[config.mk]
export PLATFORM = sky130hd
export DESIGN_NAME = cordic_log_prenorm
export DESIGN_NICKNAME = d
export VERILOG_FILES = /design/src/rtl/cordic_log_prenorm.sv
export SDC_FILE = /design/constraint.sdc
export NUM_CORES = 1
export LEC_CHECK = 0
export ABC_AREA = 1
export BUFFER_PORTS_ARGS = -buffer_cell sky130_fd_sc_hd__buf_2
export CORE_ASPECT_RATIO = 1.2
export CORE_MARGIN = 4
export CORE_UTILIZATION = 45
export CTS_CLUSTER_DIAMETER = 50
export DETAILED_ROUTE_END_ITERATION = 12
export PLACE_DENSITY = 0.69
export RECOVER_POWER = 100
export SLEW_MARGIN = 20
export SYNTH_ARGS = -nofsm -noshare
export SYNTH_HDL_FRONTEND = slang
export SYNTH_SLANG_ARGS = --single-unit
[constraint.sdc]
create_clock -name i_clk -period 3.85 [get_ports i_clk]
set_input_delay 0.77 -clock i_clk [delete_from_list [all_inputs] [get_ports i_clk]]
set_output_delay 0.77 -clock i_clk [all_outputs]
set_load 0.005 [all_outputs]
[src/rtl/cordic_log_prenorm.sv]
// Normalises an unsigned integer x into mantissa m in [1.0, 2.0) and exponent e
// with x = m * 2^e, ahead of the CORDIC log stage. Three-stage pipeline, no backpressure.
module cordic_log_prenorm #(
  parameter int unsigned WD   = 32,
  parameter int unsigned FRAC = WD - 2,
  parameter int unsigned EW   = $clog2(WD) + 1
) (
  input  logic          i_clk,
  input  logic          i_rst,
  input  logic          i_valid_in,
  input  logic [WD-1:0] i_data_in,
  output logic [WD-1:0] o_mant,
  output logic [EW-1:0] o_exp,
  output logic          o_zero,
  output logic          o_valid_out
);

  localparam int unsigned NG = (WD + 7) / 8;
  localparam int unsigned XW = NG * 8;
  localparam int unsigned PW = (WD > 1) ? $clog2(WD) : 1;

  logic [2:0]           vld;
  logic [WD-1:0]        x1;
  logic [NG-1:0]        nz1;
  logic [NG-1:0][2:0]   idx1;
  logic [WD-1:0]        x2;
  logic [PW-1:0]        p2;
  logic                 z2;

  logic [XW-1:0]        xpad_c;
  logic [NG-1:0]        grp_nz_c;
  logic [NG-1:0][2:0]   grp_idx_c;
  logic [PW-1:0]        p_c;
  logic                 zero_c;
  logic [WD-1:0]        mant_c;

  assign o_valid_out = vld[2];

  // Stage 1 lookahead: per-byte nonzero flag and local leading-one index
  always_comb begin
    xpad_c    = XW'(i_data_in);
    grp_nz_c  = '0;
    grp_idx_c = '0;
    for (int g = 0; g < int'(NG); g++) begin
      grp_nz_c[g] = |xpad_c[g*8 +: 8];
      for (int b = 0; b < 8; b++) begin
        if (xpad_c[g*8+b]) grp_idx_c[g] = 3'(b);
      end
    end
  end

  // Stage 2: the highest nonzero byte wins; ascending scan lets later groups override
  always_comb begin
    p_c    = '0;
    zero_c = ~|nz1;
    for (int g = 0; g < int'(NG); g++) begin
      if (nz1[g]) p_c = PW'(g * 8 + int'(idx1[g]));
    end
  end

  // Stage 3: move the leading one onto bit FRAC; right shifts truncate
  always_comb begin
    mant_c = '0;
    if (p2 <= PW'(FRAC)) mant_c = x2 << (PW'(FRAC) - p2);
    else                 mant_c = x2 >> (p2 - PW'(FRAC));
  end

  always_ff @(posedge i_clk) begin
    if (i_rst) begin
      vld    <= '0;
      x1     <= '0;
      nz1    <= '0;
      idx1   <= '0;
      x2     <= '0;
      p2     <= '0;
      z2     <= 1'b0;
      o_mant <= '0;
      o_exp  <= '0;
      o_zero <= 1'b0;
    end else begin
      vld <= {vld[1:0], i_valid_in};
      if (i_valid_in) begin
        x1   <= i_data_in;
        nz1  <= grp_nz_c;
        idx1 <= grp_idx_c;
      end
      if (vld[0]) begin
        x2 <= x1;
        p2 <= p_c;
        z2 <= zero_c;
      end
      if (vld[1]) begin
        if (z2) begin
          o_mant <= WD'(1) << FRAC;
          o_exp  <= '0;
          o_zero <= 1'b1;
        end else begin
          o_mant <= mant_c;
          o_exp  <= EW'(p2);
          o_zero <= 1'b0;
        end
      end
    end
  end

endmodule
==> run summary, run 1 <==
met1 usage: 37.3%
clock skew: 7.24 ps
clock tree sinks: 127
residual overflow from global routing: 0
cells after synthesis: 1306
PwrDens: 449 nW/um^2
CTS tree: built
Fmax: 305 MHz
Initial Utilization: 46.0%
Total GRT Usage: 28.5%
CP max stage delay: 640 ps
Worst path most repeated cell: nand3_1
outcome: finished, violations left
CTS resizes: 0
area occupied by multi-input gates: 4800 um^2
port bufs: 73
Yosys reg bits: 127
height of the chip: 155 um
Clock transition at path regs: 60 ps
die width: 130 um
R2R Path End: o_mant[3]
required time of the critical path: 4040 ps
Worst Tran Pin Value: 2750 ps
worst skew pair latency: 420 ps
initial antenna violation count: 0
final total power: 0.00401 W
HP Class: flip-flop to flip-flop
Mapped Nets: 1345
syn_area_per_cell: 6.20 um^2
CORE AREA: 17600 um^2
Area growth syn-to-layout: 10.2%
largest net degree at the start of global routing: 63
first-pass GRT wire length: 45400 um
crit path DAT: 3470 ps
DP HPWL: 20700 um
CP max FO: 30
CP Cell Sequence: ha_1, nand3_1, a21oi_4, inv_1, nor2_8, nand3_1, nand3_1, a21oi_1
clock buffer depth: 2
FP Rows: 53
Max Cap Violations: 3
Antenna Violating Nets Remaining: 0
VDD IR max: 0.328 mV
drt initial violations: 1045
vias in the first global route: 8396
Setup crit start kind: flip-flop
final slew viol count: 169
R2R depth: 8
total CTS buffers: 17
# IOs: 75
DRT Pass-1 Iters: 6
Post-synth EDFFs: 0
Yosys warnings: 0
post-route clock period utilization: 85.3%
H-tree levels: 4
RSZ-0062 raised after global routing: no
ANT cells: 0
Placed Cells incl. Taps: 1523
Setup Crit Path Kind: flip-flop to flip-flop
worst r2r src: p2[2]
Die ar.: 20200 um^2
Final Instance Count excl. Fillers: 1555
vias per std cell: 5.89
Async SR Flop Fraction: 0%
CTS Hold Buffers Added: 0
Worst Hold End: x1[31]
Leak: 3.75 nW
failing checks: capacitance limit, slew limit
CP max stage cell: dfxtp_1
DR WL/cell: 18.4 um
Setup Fix Bufs, Post-CTS: 0
final hold vios: 0
Setup crit end kind: flip-flop
layout cell share with drive strength beyond 1: 8.31%
DR vias: 9163
Slew headroom: -83.3%
Root Buffer: clkbuf_16
mapped cell area: 8090 um^2
final RePlAce weighted congestion: 1.03
Layout fillers: 1888
hold depth: 2
Post-synth top flop: dfxtp_1
met3 usage: 3.95%
sequential-to-total area share from yosys stat: 31.4%
Fin Setup TNS: 0 ps
FF+latch area: 2540 um^2
fin nets: 1361
DRC: 0
Final setup viols: 0
most used routing layer: met2
drt total wl: 28600 um
GR Layer Usage met2: 45.7%
worst hold path startpoint: x1[31]
reg2reg setup slack: 570 ps
library cells used by synthesis: 39
Hold Slack: 459 ps
final worst path period need: 3280 ps
## worst max-delay path: cells and delay by family, from the launching register on
kind | cells | cell delay, ps
and+or+nand+nor | 4 | 930
DFF | 1 | 640
buffers and inverters | 1 | 630
AOI/OAI and AO/OA | 2 | 530
adders and majority gates | 1 | 300
## synth_stat cells (2+ instances only)
library cell,count,area (um^2)
ha_1,4,50.1
inv_4,2,12.5
buf_1,10,37.5
and2_1,8,50.1
inv_1,65,244
buf_2,28,140
dfxtp_1,127,2540
nand4_1,9,56.3
inv_2,6,22.5
buf_6,9,101
or2_2,3,18.8
nand2_1,336,1260
nand2_2,4,25.0
nor3_1,3,15.0
a21oi_1,113,566
nor2_1,76,285
nor4_1,4,25.0
a41oi_1,3,26.3
a211oi_1,2,15.0
nor2_4,2,22.5
a221oi_1,3,26.3
a31oi_1,8,50.1
o211ai_1,14,105
nand3_1,304,1520
o21ai_0,104,521
o21ai_1,4,20.0
clkbuf_1,39,146
buf_4,5,37.5
## cell usage in the layout (no fill, tap or decap), drive strengths merged
master / instances
xnor2: 1
nor4: 4
or2: 3
clkinvlp: 4
nand3: 305
nor3: 3
nor2: 80
o211ai: 14
dfxtp: 127
o21a: 1
and2: 8
ha: 4
conb: 1
a31oi: 8
bufinv: 2
nand2: 340
a211oi: 2
buf: 60
o21ai: 108
xor2: 2
a41oi: 3
o41ai: 1
a21oi: 114
nand4: 9
clkbuf: 47
clkinv: 4
a221oi: 3
inv: 77
## cells by family after synthesis
logic type,share of synthesized area (%)
and+or+nand+nor,41.0
AOI/OAI and AO/OA,16.8
buffers and inverters,9.22
DFF,31.4
adders and majority gates,0.619
xor gates and xnor gates,0.882
other,0.0463
## layout make-up
cell class                 instances  area share [%]
multi-input combinational       1014            53.8
sequential                       127            28.5
clock buffer                      19            4.97
clock inverter                    13            1.73
inverter                          74            3.14
tap                              220            3.09
timing repair buffer              88            4.80
## where the power goes
group          total [W]  switching (W)  internal (W)
Clock            0.00164       0.000658      0.000983
Combinational   0.000935       0.000669      0.000266
Sequential       0.00143      0.0000477       0.00138
## registers in the layout, indices dropped and copies added, names as in the netlist
register / cells
x2: 32
idx1: 12
o_zero: 1
nz1: 4
p2: 5
vld: 3
x1: 32
o_mant: 32
o_exp: 5
z2: 1
## worst max-delay path by stage
stage / start / to / slack, ps / depth (start not counted)
final: p2[2] / o_mant[3] / 570 / 8
after CTS: p2[0] / o_mant[14] / 850 / 10
after global routing: p2[0] / o_mant[21] / 320 / 11
after detailed placement: p2[0] / o_mant[14] / 850 / 10
after global placement: p2[0] / o_mant[14] / 850 / 10
after floorplan: p2[0] / o_mant[30] / 1740 / 13
## through the flow
step | utilization (%) | setup slack (ps) | cell area [um^2]
finish | 50.8 | 567 | 8920
global route | 50.8 | 320 | 8920
CTS | 51.1 | 846 | 8980
detailed placement | 47.7 | 852 | 8380
global placement | 47.7 | 853 | 8380
floorplan | - | 1740 | 8090
## routing by layer
metal / part of all wire, % / wire [um] / vias to the layer above
met1: 41 / 11800 / 4152
met3: 7.6 / 2160 / 92
met2: 46 / 13200 / 457
li1: - / - / 4462
met5: 0 / 0 / -
met4: 5.0 / 1440 / 0
Note: power is estimated with default switching activity, not from simulation.
==> run 2, diff against run 1 <==
ABC_AREA = 0   (was 1)
CTS_BUF_LIST = sky130_fd_sc_hd__clkbuf_4   (was unset)
==> run 2 against run 1 <==
Compared with the run above: the flow still finishes with violations (capacitance limit, slew limit); largest power group is now sequential cells; synthesized cell count fell by 28%; non-clock buffer count rose by 15; total power fell by 27%; highest routed layer unchanged; fmax fell by 0.79%; global-route usage fell by 2.3 points.
==> run summary, run 2 <==
outcome: finished, violations left
failing checks: capacitance limit, slew limit
clock skew: 38.3 ps
PwrDens: 311 nW/um^2
most common cell after layout, fill and taps aside: nor2_1
initial antenna violation count: 1
Yosys warnings: 0
Initial Utilization: 46.1%
Async SR Flop Fraction: 0%
clock tree sinks: 127
RSZ-0062 raised after global routing: no
Fmax: 302 MHz
R2R Path End: o_mant[3]
Post-synth top flop: dfxtp_1
total CTS buffers: 17
mux contribution to synthesized area: 32.8%
Setup Crit Path Kind: flip-flop to flip-flop
Slew headroom: -48.4%
final slew viol count: 143
simple-gate area share of the yosys netlist: 14.8%
Psw: 0.000979 W
Largest regs: o_mant (32), x1 (32), x2 (32)
Synth Area in XOR/XNOR: 0.790%
Post-synth EDFFs: 0
area leader, netlist: dfxtp_1
final RePlAce weighted congestion: 1.05
crit path DAT: 3800 ps
Synth Area in Adders: 0.574%
Setup Fix Bufs, Post-CTS: 0
most frequent cells in the layout: nor2_1 (130), dfxtp_1 (126), mux2i_1 (106)
sequential-to-total area share from yosys stat: 29.2%
worst hold path startpoint: i_data_in[24]
CP max FO: 48
library cells used by synthesis: 66
reg2reg setup slack: 540 ps
Antenna Violating Nets Remaining: 0
CTS tree: built
vias per std cell: 6.42
die width: 135 um
DR WL/cell: 22.8 um
final hold vios: 0
Mapped Nets: 978
internal power: 0.00194 W
clock buffer depth: 2
layout cell share with drive strength beyond 1: 21.5%
Synth Area in Compound Gates: 15.4%
DR vias: 7947
Area growth syn-to-layout: 7.69%
first-pass GRT wire length: 43700 um
Die ar.: 21700 um^2
min setup slack post-route: 541 ps
H-tree levels: 4
Sequential Power Share: 49.4%
hold depth: 3
required time of the critical path: 4340 ps
Combinational Power Share: 20.6%
Root Buffer: clkbuf_4
height of the chip: 160 um
worst r2r src: p2[1]
drt initial violations: 1006
fin nets: 1007
drt total wl: 28200 um
port bufs: 73
Hold Slack: 437 ps
Worst Hold End: x1[24]
R2R depth: 7
residual overflow from global routing: 0
Yosys reg bits: 127
Final setup viols: 0
VDD IR max: 0.189 mV
CTS Hold Buffers Added: 0
cells after synthesis: 939
Fin Setup TNS: 0 ps
Clock transition at path regs: 130 ps
final worst path period need: 3310 ps
clock power share: 30.1%
post-route clock period utilization: 86.0%
FP Rows: 55
area occupied by multi-input gates: 5630 um^2
largest family of logic cells by synthesized area: multiplexers
DRT Pass-1 Iters: 6
largest net degree at the start of global routing: 98
worst skew pair latency: 590 ps
Setup crit end kind: flip-flop
syn_area_per_cell: 9.28 um^2
mapped cell area: 8720 um^2
Setup crit start kind: flip-flop
DP HPWL: 20200 um
area share of the largest cell type after synthesis: 29.2%
worst slack, placed: 939 ps
Worst Tran Pin Value: 2230 ps
Max Cap Violations: 2
Total GRT Usage: 26.2%
most common cell in the netlist: nor2_1
vias in the first global route: 7284
Area contributors post-synth: dfxtp_1 (29%), mux4_2 (18%), mux2i_1 (12%), nor2_1 (5.6%), nand2_1 (3.4%)
top cells by count, synth: nor2_1 (130), dfxtp_1 (127), mux2i_1 (106)
CORE AREA: 18900 um^2
FF+latch area: 2550 um^2
Layout fillers: 1780
Leak: 3.53 nW
DRC: 0
# IOs: 75
CTS resizes: 0
Net Sw Frac: 33.5%
HP Class: input pin to flip-flop
[run 2: cell families (layout without fill, tap and decap cells)]
logic type                 Yosys count  count (layout)
muxes                              198             198
DFF                                127             127
AOI/OAI and AO/OA                  200             200
buffers and inverters              110             152
other                                1               2
and+or+nand+nor                    292             292
xor gates and xnor gates             7               7
adders and majority gates            4               4
[run 2: critical path: stages, from the launching register on]
cell and delay, ps:
dfxtp_1 460, clkbuf_2 960, mux2i_1 230, mux2i_1 530, mux2i_1 190, a221oi_1 470, nor2_1 80, o41ai_1 290
[run 2: metrics by stage]
| stage | instance area, um^2 | util [%] | power (W) | instances |
|---|---|---|---|---|
| after floorplan | 8720 | - | 0.00190 | 939 |
| after global placement | 9190 | 48.6 | 0.00206 | 1205 |
| after detailed placement | 9190 | 48.6 | 0.00206 | 1205 |
| after CTS | 9450 | 49.9 | 0.00293 | 1237 |
| after global routing | 9390 | 49.6 | 0.00304 | 1238 |
| final | 9390 | 49.6 | 0.00292 | 1238 |
[run 2: area by class of cell]
cell class / count / share of cell area, %
Multi-Input combinational cell: 702 / 60.0
Sequential cell: 127 / 27.1
Timing Repair Buffer: 103 / 6.04
Tap cell: 256 / 3.41
Clock buffer: 18 / 1.44
Clock inverter: 14 / 1.25
Inverter: 17 / 0.680
Antenna cell: 1 / 0.0267
[run 2: worst max-delay path by stage]
stage | endpoint | cells past startpoint | start
2_1_floorplan | o_mant[22] | 12 | p2[0]
3_3_place_gp | o_mant[29] | 6 | i_rst
3_5_place_dp | o_mant[5] | 8 | p2[2]
4_1_cts | o_mant[5] | 8 | p2[2]
5_1_grt | o_mant[15] | 7 | p2[1]
6_report | o_mant[3] | 7 | p2[1]
[run 2: layer usage]
layer,GRT usage (%),vias up,wire [um]
met2,39.1,541,12400
li1,-,3580,-
met5,0,-,0
met4,16.1,0,2140
met3,5.70,144,2740
met1,34.5,3682,10900
[run 2: power groups by stage]
stage	clock network [W]	logic, W	registers, W
2_1_floorplan	0	0.000478	0.00142
3_3_place_gp	0	0.000591	0.00147
3_5_place_dp	0	0.000592	0.00147
4_1_cts	0.000895	0.000594	0.00144
5_1_grt	0.000944	0.000646	0.00145
6_report	0.000878	0.000601	0.00144
